[config.mk]
export PLATFORM = sky130hd
export DESIGN_NAME = ahbl_arbiter
export DESIGN_NICKNAME = d
export VERILOG_FILES = /design/src/rtl/ahbl_arbiter.sv
export SDC_FILE = /design/constraint.sdc
export NUM_CORES = 1
export LEC_CHECK = 0
export ABC_AREA = 1
export BUFFER_PORTS_ARGS = -buffer_cell sky130_fd_sc_hd__buf_2
export CAP_MARGIN = 10
export CORE_ASPECT_RATIO = 0.6
export CORE_MARGIN = 1.5
export CORE_UTILIZATION = 47
export DETAILED_ROUTE_END_ITERATION = 10
export PLACE_DENSITY_LB_ADDON = 0.15
export SLEW_MARGIN = 25
export SYNTH_ARGS = -nofsm -noshare
export SYNTH_HDL_FRONTEND = slang
export SYNTH_SLANG_ARGS = --single-unit
export TNS_END_PERCENT = 30
[constraint.sdc]
create_clock -name clk -period 3.95 [get_ports clk]
set_input_delay 0.79 -clock clk [delete_from_list [all_inputs] [get_ports clk]]
set_output_delay 0.79 -clock clk [all_outputs]
set_load 0.005 [all_outputs]
[src/rtl/ahbl_arbiter.sv]
// rtl/ahbl_arbiter.sv - N-master to 1-slave AHB-Lite arbiter with per-port address buffering
//
// Lets several AHB-Lite masters share one downstream AHB-Lite port. Port 0 has
// the highest priority. A master that loses arbitration has its address phase
// captured in a one-entry buffer and is held off through src_hready_resp until
// the data phase of that buffered transfer completes downstream.
//
// Ports:
//   clk, rst          clock, asynchronous active-high reset
//   src_*             N_PORTS upstream slave interfaces, port i packed at [i*W +: W]
//   src_hready        per-port bus hready (normally tied to src_hready_resp)
//   src_hready_resp   per-port data-phase ready, src_hresp per-port error
//   src_hrdata        broadcast of dst_hrdata
//   dst_*             downstream master interface (granted address phase,
//                     write data of the current data-phase owner)
//   dst_hready        mirrors dst_hready_resp
module ahbl_arbiter #(
  parameter int N_PORTS = 2,
  parameter int W_ADDR  = 32,
  parameter int W_DATA  = 32
) (
  input  logic                      clk,
  input  logic                      rst,
  input  logic [N_PORTS-1:0]        src_hready,
  output logic [N_PORTS-1:0]        src_hready_resp,
  output logic [N_PORTS-1:0]        src_hresp,
  input  logic [N_PORTS*W_ADDR-1:0] src_haddr,
  input  logic [N_PORTS-1:0]        src_hwrite,
  input  logic [N_PORTS*2-1:0]      src_htrans,
  input  logic [N_PORTS*3-1:0]      src_hsize,
  input  logic [N_PORTS*3-1:0]      src_hburst,
  input  logic [N_PORTS*4-1:0]      src_hprot,
  input  logic [N_PORTS-1:0]        src_hmastlock,
  input  logic [N_PORTS*W_DATA-1:0] src_hwdata,
  output logic [N_PORTS*W_DATA-1:0] src_hrdata,
  output logic                      dst_hready,
  input  logic                      dst_hready_resp,
  input  logic                      dst_hresp,
  output logic [W_ADDR-1:0]         dst_haddr,
  output logic                      dst_hwrite,
  output logic [1:0]                dst_htrans,
  output logic [2:0]                dst_hsize,
  output logic [2:0]                dst_hburst,
  output logic [3:0]                dst_hprot,
  output logic                      dst_hmastlock,
  output logic [W_DATA-1:0]         dst_hwdata,
  input  logic [W_DATA-1:0]         dst_hrdata
);

  localparam int W_PORT = (N_PORTS > 1) ? $clog2(N_PORTS) : 1;

  // Buffered address phases, one entry per port
  logic [N_PORTS-1:0] buf_valid;
  logic [W_ADDR-1:0]  buf_haddr     [N_PORTS];
  logic               buf_hwrite    [N_PORTS];
  logic [1:0]         buf_htrans    [N_PORTS];
  logic [2:0]         buf_hsize     [N_PORTS];
  logic [2:0]         buf_hburst    [N_PORTS];
  logic [3:0]         buf_hprot     [N_PORTS];
  logic               buf_hmastlock [N_PORTS];

  logic [N_PORTS-1:0] stalled;
  logic               dp_valid;
  logic [W_PORT-1:0]  dp_port;
  logic               lock_valid;
  logic [W_PORT-1:0]  lock_owner;

  logic [N_PORTS-1:0] blocked, fresh, req, take_buf;
  logic               gnt_valid;
  logic [W_PORT-1:0]  gnt_port;

  logic [W_ADDR-1:0]  g_haddr;
  logic               g_hwrite;
  logic [1:0]         g_htrans;
  logic [2:0]         g_hsize;
  logic [2:0]         g_hburst;
  logic [3:0]         g_hprot;
  logic               g_hmastlock;

  // A stalled port becomes free to issue again in the cycle its buffered
  // data phase is on the bus: the master sees hready from the slave then and
  // may present its next address phase in that same cycle.
  always_comb begin
    for (int i = 0; i < N_PORTS; i++) begin
      blocked[i] = stalled[i] & ~(dp_valid & (dp_port == W_PORT'(i)));
      fresh[i]   = src_hready[i] & src_htrans[2*i+1] & ~blocked[i];
      req[i]     = buf_valid[i] | fresh[i];
    end
  end

  // Fixed priority, lowest index wins; an active lock pins the grant to its
  // owner even when the owner shows IDLE/BUSY. Reset forces no grant at once.
  always_comb begin
    gnt_valid = 1'b0;
    gnt_port  = '0;
    if (lock_valid) begin
      gnt_valid = 1'b1;
      gnt_port  = lock_owner;
    end else begin
      for (int i = N_PORTS - 1; i >= 0; i--) begin
        if (req[i]) begin
          gnt_valid = 1'b1;
          gnt_port  = W_PORT'(i);
        end
      end
    end
    if (rst) gnt_valid = 1'b0;
  end

  always_comb begin
    g_haddr     = src_haddr[int'(gnt_port)*W_ADDR +: W_ADDR];
    g_hwrite    = src_hwrite[gnt_port];
    g_htrans    = src_htrans[int'(gnt_port)*2 +: 2];
    g_hsize     = src_hsize[int'(gnt_port)*3 +: 3];
    g_hburst    = src_hburst[int'(gnt_port)*3 +: 3];
    g_hprot     = src_hprot[int'(gnt_port)*4 +: 4];
    g_hmastlock = src_hmastlock[gnt_port];
    if (buf_valid[gnt_port]) begin
      g_haddr     = buf_haddr[gnt_port];
      g_hwrite    = buf_hwrite[gnt_port];
      g_htrans    = buf_htrans[gnt_port];
      g_hsize     = buf_hsize[gnt_port];
      g_hburst    = buf_hburst[gnt_port];
      g_hprot     = buf_hprot[gnt_port];
      g_hmastlock = buf_hmastlock[gnt_port];
    end
  end

  always_comb begin
    dst_haddr     = '0;
    dst_hwrite    = 1'b0;
    dst_htrans    = 2'b00;
    dst_hsize     = 3'b000;
    dst_hburst    = 3'b000;
    dst_hprot     = 4'b0000;
    dst_hmastlock = 1'b0;
    if (gnt_valid) begin
      dst_haddr     = g_haddr;
      dst_hwrite    = g_hwrite;
      dst_htrans    = g_htrans;
      dst_hsize     = g_hsize;
      dst_hburst    = g_hburst;
      dst_hprot     = g_hprot;
      dst_hmastlock = g_hmastlock;
    end
  end

  assign dst_hready = dst_hready_resp;
  assign dst_hwdata = src_hwdata[int'(dp_port)*W_DATA +: W_DATA];
  assign src_hrdata = {N_PORTS{dst_hrdata}};

  // Data-phase owner sees the slave response; that wins over stalled so a
  // buffered transfer's own data phase completes normally.
  always_comb begin
    for (int i = 0; i < N_PORTS; i++) begin
      if (dp_valid && dp_port == W_PORT'(i)) begin
        src_hready_resp[i] = dst_hready_resp;
        src_hresp[i]       = dst_hresp;
      end else begin
        src_hready_resp[i] = ~stalled[i];
        src_hresp[i]       = 1'b0;
      end
      take_buf[i] = fresh[i] & ~buf_valid[i] &
                    ~(gnt_valid & (gnt_port == W_PORT'(i)) & dst_hready_resp);
    end
  end

  always_ff @(posedge clk or posedge rst) begin
    if (rst) begin
      buf_valid  <= '0;
      stalled    <= '0;
      dp_valid   <= 1'b0;
      dp_port    <= '0;
      lock_valid <= 1'b0;
      lock_owner <= '0;
      for (int i = 0; i < N_PORTS; i++) begin
        buf_haddr[i]     <= '0;
        buf_hwrite[i]    <= 1'b0;
        buf_htrans[i]    <= 2'b00;
        buf_hsize[i]     <= 3'b000;
        buf_hburst[i]    <= 3'b000;
        buf_hprot[i]     <= 4'b0000;
        buf_hmastlock[i] <= 1'b0;
      end
    end else begin
      for (int i = 0; i < N_PORTS; i++) begin
        if (take_buf[i]) begin
          buf_haddr[i]     <= src_haddr[i*W_ADDR +: W_ADDR];
          buf_hwrite[i]    <= src_hwrite[i];
          buf_htrans[i]    <= src_htrans[i*2 +: 2];
          buf_hsize[i]     <= src_hsize[i*3 +: 3];
          buf_hburst[i]    <= src_hburst[i*3 +: 3];
          buf_hprot[i]     <= src_hprot[i*4 +: 4];
          buf_hmastlock[i] <= src_hmastlock[i];
          buf_valid[i]     <= 1'b1;
          stalled[i]       <= 1'b1;
        end else begin
          if (gnt_valid && gnt_port == W_PORT'(i) && dst_hready_resp)
            buf_valid[i] <= 1'b0;
          if (dp_valid && dp_port == W_PORT'(i) && dst_hready_resp)
            stalled[i] <= 1'b0;
        end
      end
      if (dst_hready_resp) begin
        dp_port  <= gnt_port;
        dp_valid <= gnt_valid & g_htrans[1];
        if (lock_valid) begin
          if (!g_hmastlock || g_htrans == 2'b00) lock_valid <= 1'b0;
        end else if (gnt_valid && g_htrans[1] && g_hmastlock) begin
          lock_valid <= 1'b1;
          lock_owner <= gnt_port;
        end
      end
    end
  end

endmodule

# --- After elaboration in Yosys (flattened, before gate mapping) ---
# Index checks and enable logic that the tools add are counted.
totals:
  wordCells: 144
  regBits: 100
  inputBits: 194
classes:
  reduce_logical: 18
  mul: 1
  order_cmp: 2
  shifts: 6
  mux: 62
  bitwise: 33
ops:
  columns: ["cell", "count"]
  rows:
  - ["two-way mux 32 bit", 5]
  - ["variable part select 64 x 7 -> 32 bit", 2]
  - ["two-way mux 1 bit", 37]
  - ["variable part select 6 x 32 -> 3 bit", 1]
  - ["two-way mux 3 bit", 10]
  - ["two-way mux 4 bit", 5]
  - ["bitwise AND 1 bit", 17]
  - ["inverter 1 bit", 13]
  - ["logical AND 1 bit", 10]
  - ["two-way mux 2 bit", 5]
  - ["nonzero test 2 bit", 4]
  - ["variable part select 8 x 4 -> 4 bit", 1]
  - ["variable part select 6 x 4 -> 3 bit", 1]
  - ["variable part select 4 x 3 -> 2 bit", 1]
  - ["multiplier 1 x 2 -> 3 bit (second input constant)", 1]
  - ["AND reduction 3 bit", 1]
  - ["greater-or-equal comparator 2 bit (second input constant)", 1]
  - ["zero test 2 bit", 1]
  - ["less-than comparator 1 x 2 -> 1 bit (second input constant)", 1]
  - ["inverter 1 -> 2 bit", 1]
  - ["OR 1 bit", 2]
  - ["zero test 1 bit", 1]
  - ["logical OR 1 bit", 1]

# --- Longest topological paths before layout ---
logic_depth:
  ltp_word: 18
  ltp_mapped: 17
  mapped_depth_nobuf: 15

# --- Worst setup path after synthesis ---
# No wires, ideal clock.
synth_path:
  path_type: "input -> output"
  from: "input src_hready[1]"
  to: "output dst_haddr[0]"
  arrival_time_ps: 1992
  cell_stages: 11
  path_buffers: 2
  t_required_ps: 3160
  setup_slack_ps: 1168
  cell_sequence: "nand2_1 -> inv_1 -> nand2_2 -> nand2_2 -> nand4_4 -> nand2_4 -> nand2_1 -> nand2_4 -> buf_6 -> buf_2 -> a311oi_1"
synth_between:
  elab_chain_cells: 12
  word_cells_on_any_way: 18
synth_lines:
  columns: ["element", "line", "rtl"]
  rows:
  - ["from (decl)", "24", "input logic [N_PORTS-1:0] src_hready,"]
  - ["bitwise AND 1 bit * (2 in series)", "86", "fresh[i] = src_hready[i] & src_htrans[2*i+1] & ~blocked[i];"]
  - ["OR 1 bit *", "87", "req[i] = buf_valid[i] | fresh[i];"]
  - ["two-way mux 1 bit *", "101", "if (req[i]) begin"]
  - ["branches (longest 7 deep; another with variable part select 64 x 7 -> 32 bit)", null, null]
  - ["two-way mux 32 bit *", "137", "if (gnt_valid) begin"]
  - ["to (decl)", "39", "output logic [W_ADDR-1:0] dst_haddr,"]
# Every way passes the cells marked *. The select of a mux whose other input is x is not followed.

# --- Worst setup path in the final report ---
layout_path:
  from: "register dp_port"
  to: "output dst_haddr[23]"
layout_between:
  elab_chain_cells: 15
  word_cells_on_any_way: 28
layout_lines:
  columns: ["element", "line", "rtl"]
  rows:
  - ["from (decl)", "64", "logic [W_PORT-1:0] dp_port;"]
  - ["from (signal assigned)", "205", "dp_port <= gnt_port;"]
  - ["branches (longest 14 deep; another with variable part select 64 x 7 -> 32 bit)", null, null]
  - ["two-way mux 32 bit *", "137", null]
# Marked as above.

==> metrics.md <==
| Metric | Value |
|---|---|
| Crit-path leading delay family | `simple AND/OR/NAND/NOR gates` |
| Worst-Margin Slew | `0.6407 ns` |
| Max Root-Sink Buffers | `2` |
| Hold Buf Count CTS | `0` |
| Pleak | `4.265 nW` |
| Worst Setup SP | `dp_port` |
| Clock latency on the worst-skew pair | `0.34 ns` |
| Row count | `33` |
| Reg2reg path depth | `10` |
| Syn avg cell area | `6.979 um^2` |
| R2r setup slk | `1.14 ns` |
| Reg2reg start | `dp_port` |
| Global routing usage on met1 | `42.05%` |
| Max Fclk | `0.2771 GHz` |
| Max Transition Viols Final | `0` |
| Seq/Total Area, Yosys | `37.15%` |
| Vias in the first global route | `5815` |
| Post-synth top cells | `nand2_1, dfrtp_1, nand3_1` |
| Post-route ant nets | `0` |
| WP buf/inv | `3` |
| # setup viols final | `0` |
| Synth Instances | `965` |
| Yosys cell types | `25` |
| Hold Worst Slack | `approximately 0.46 ns` |
| CTS tree | `built` |
| Largest cells by area after synthesis | `dfrtp_1, nand2_1, buf_4` |
| # DRC | `0` |
| Die Span X | `157.5 um` |
| Crit Path Class | `reg2out` |
| Vias per cell | `5.052` |
| Grt peak-use layer | `met1` |
| Final wirelength | `19940 um` |
| WP data required | `3.16 ns` |
| Met2 global-route usage | `36.20%` |
| Largest net degree at the start of global routing | `79` |
| Diodes inserted | `0` |
| Core Area | `13830 um^2` |
| Clock skew | `0.01035 ns` |
| Max stage delay cell, worst path | `dfrtp_1` |
| Layout area overhead | `15.73%` |
| Syn. warnings | `0` |
| Post-synth EDFFs | `0` |
| H-tree Lvls | `3` |
| Initial detailed-routing violation count | `547` |
| Pwr dens | `785.0 nW/um^2` |
| Initial Utilization | `48.69%` |
| Global-route wire length before repair | `31000 um` |
| Final net count | `1298` |
| Final hold vios | `0` |
| Vias after detailed routing | `roughly 6.6k` |
| RSZ-0062 raised after global routing | `no` |
| Hold endpoint | `buf_htrans[3]` |
| Fin crit share | `around nine tenths` |
| Final TNS setup | `0 ns` |
| Crit Path Max Fanout | `44` |
| Number of register bits inferred by synthesis | `100` |
| Predominant post-synthesis flop cell | `dfrtp_1` |
| DR pass1 iterations | `5` |
| Sink Count | `100` |
| Post_cts resized | `0` |
| CP startpoint kind | `flop` |
| Total setup buffers inserted after CTS | `0` |
| Slew margin rel. | `57.28%` |
| Initial antenna violation count | `0` |
| WL/cell | `15.34 um` |
| Crit path top cell by count | `nand2_2` |
| Hold/Removal Path Class | `reg2reg` |
| Grt met3 use | `about 5.1%` |
| Share of async-settable or async-resettable flops after synthesis | `between 90% and 100%` |
| Critical Path AT | `2.82 ns` |
| Syn Nets | `1159` |
| Crit path time final | `between 3 and 4 ns` |
| Worst hold path startpoint | `buf_htrans[3]` |
| Util after Layout | `56.35%` |
| Grt ovf | `0` |
| Synth area leader | `dfrtp_1` |
| Root Buffer | `clkbuf_16` |
| Maxcap violations | `0` |
| Die area | `15080 um^2` |
| VDD IR-drop max | `353.1 uV` |
| IO Pins | `341` |
| Post-DP HPWL | `13740 um` |
| Critical Path, Cell by Cell | `nand2_2, nand2_1, nand2_2, nand2_2, nand4_4, nand2_4, buf_4, buf_4, nand2_1, o21ai_0, nor2_1, a311oi_1, buf_2` |
| Most frequent cell after synthesis | `nand2_1` |
| Clock slew at reported path FFs | `around 0.060 ns` |
| Hold path depth | `2` |
| Die H | `95.73 um` |
| Yosys top cell area share | `37.15%` |
| Total track usage | `26.57%` |
| Share of cells above drive strength 1 | `27.17%` |
| CTS buffer count | `9` |
| CP max stage delay | `0.54 ns` |
| RD Place Congestion | `0.8145` |
| CP Capture Type | `output port` |
| IO Port Bufs | `244` |
| Synth Cell Area | `slightly below 7000 um^2` |
| Status | `completed` |
| Reg2reg end | `buf_haddr[42]` |
[cell type report]
class                      instances  area (um^2)
clock buffer                      12        246.5
fill                            1364         6037
tap                              192        240.2
multi-input combinational        665         3100
inverter                          66        252.7
sequential                       100         2502
clock inverter                     3        46.29
timing repair buffer             262         1406
[worst reg2reg max path, stage by stage (launching register included)]
cell	delay, ns
dfrtp_1	0.50
nand2_2	0.16
nand2_1	0.09
nand2_2	0.11
nand2_2	0.10
nand4_4	0.11
buf_4	0.52
nand4_1	0.21
nand4_1	0.14
buf_4	0.51
o21ai_0	0.21
[cells in the final DEF, fill, tap and decap left out, drive strengths merged, types with 3 or more instances in the layout]
cell    count
nand2     367
inv        67
a31oi       3
nor2       51
clkbuf     12
a311oi     43
nand4       3
o21ai      95
nand3      98
buf       262
dfrtp     100
[flip-flops by register name, indices dropped and copies added, names as in the netlist]
register	count
buf_hsize	6
buf_htrans	4
stalled	2
buf_hprot	8
buf_valid	2
lock_owner	1
buf_hburst	6
buf_haddr	64
lock_valid	1
dp_port	1
buf_hmastlock	2
dp_valid	1
buf_hwrite	2
[logic make-up after synthesis]
group | Yosys count | share of synthesized area, %
flip-flops | 100 | 37.15
AND/OR/NAND/NOR | 521 | 31.71
AO/OA/AOI/OAI | 144 | 14.29
buffers and inverters | 200 | 16.85
[worst max-delay path by stage]
stage | end | slack, ns | cells after the start
2_1_floorplan | buf_haddr[0] | 0.54 | 1
3_3_place_gp | dst_haddr[25] | 0.57 | 13
3_5_place_dp | dst_haddr[25] | 0.55 | 14
4_1_cts | dst_haddr[28] | 0.36 | 13
5_1_grt | dst_haddr[22] | 0.08 | 13
6_report | dst_haddr[23] | 0.34 | 13
[layer usage]
layer	vias to the layer above	part of all wire [%]
li1	3333	-
met3	24	8.2
met2	282	40
met5	-	0
met1	2928	50
met4	0	1.7
[report_power, final]
group | total, mW | switching [mW] | internal, mW | leakage, nW
registers | 1.78 | 0.278 | 1.50 | 1.24
logic | 3.46 | 2.17 | 1.29 | 2.88
clock network | 0.883 | 0.375 | 0.508 | 0.139
[per-stage QoR]
stage          std cells  instance area (um^2)  power [mW]  worst slack [ns]
2_1_floorplan        965                  6735       4.215            0.5412
3_3_place_gp        1285                  7502       5.193            0.5663
3_5_place_dp        1285                  7502       5.227            0.5538
4_1_cts             1300                  7795       6.136            0.3590
5_1_grt             1300                  7795       6.721           0.07800
6_report            1300                  7795       6.119            0.3411
Note: power is estimated with default switching activity, not from simulation.
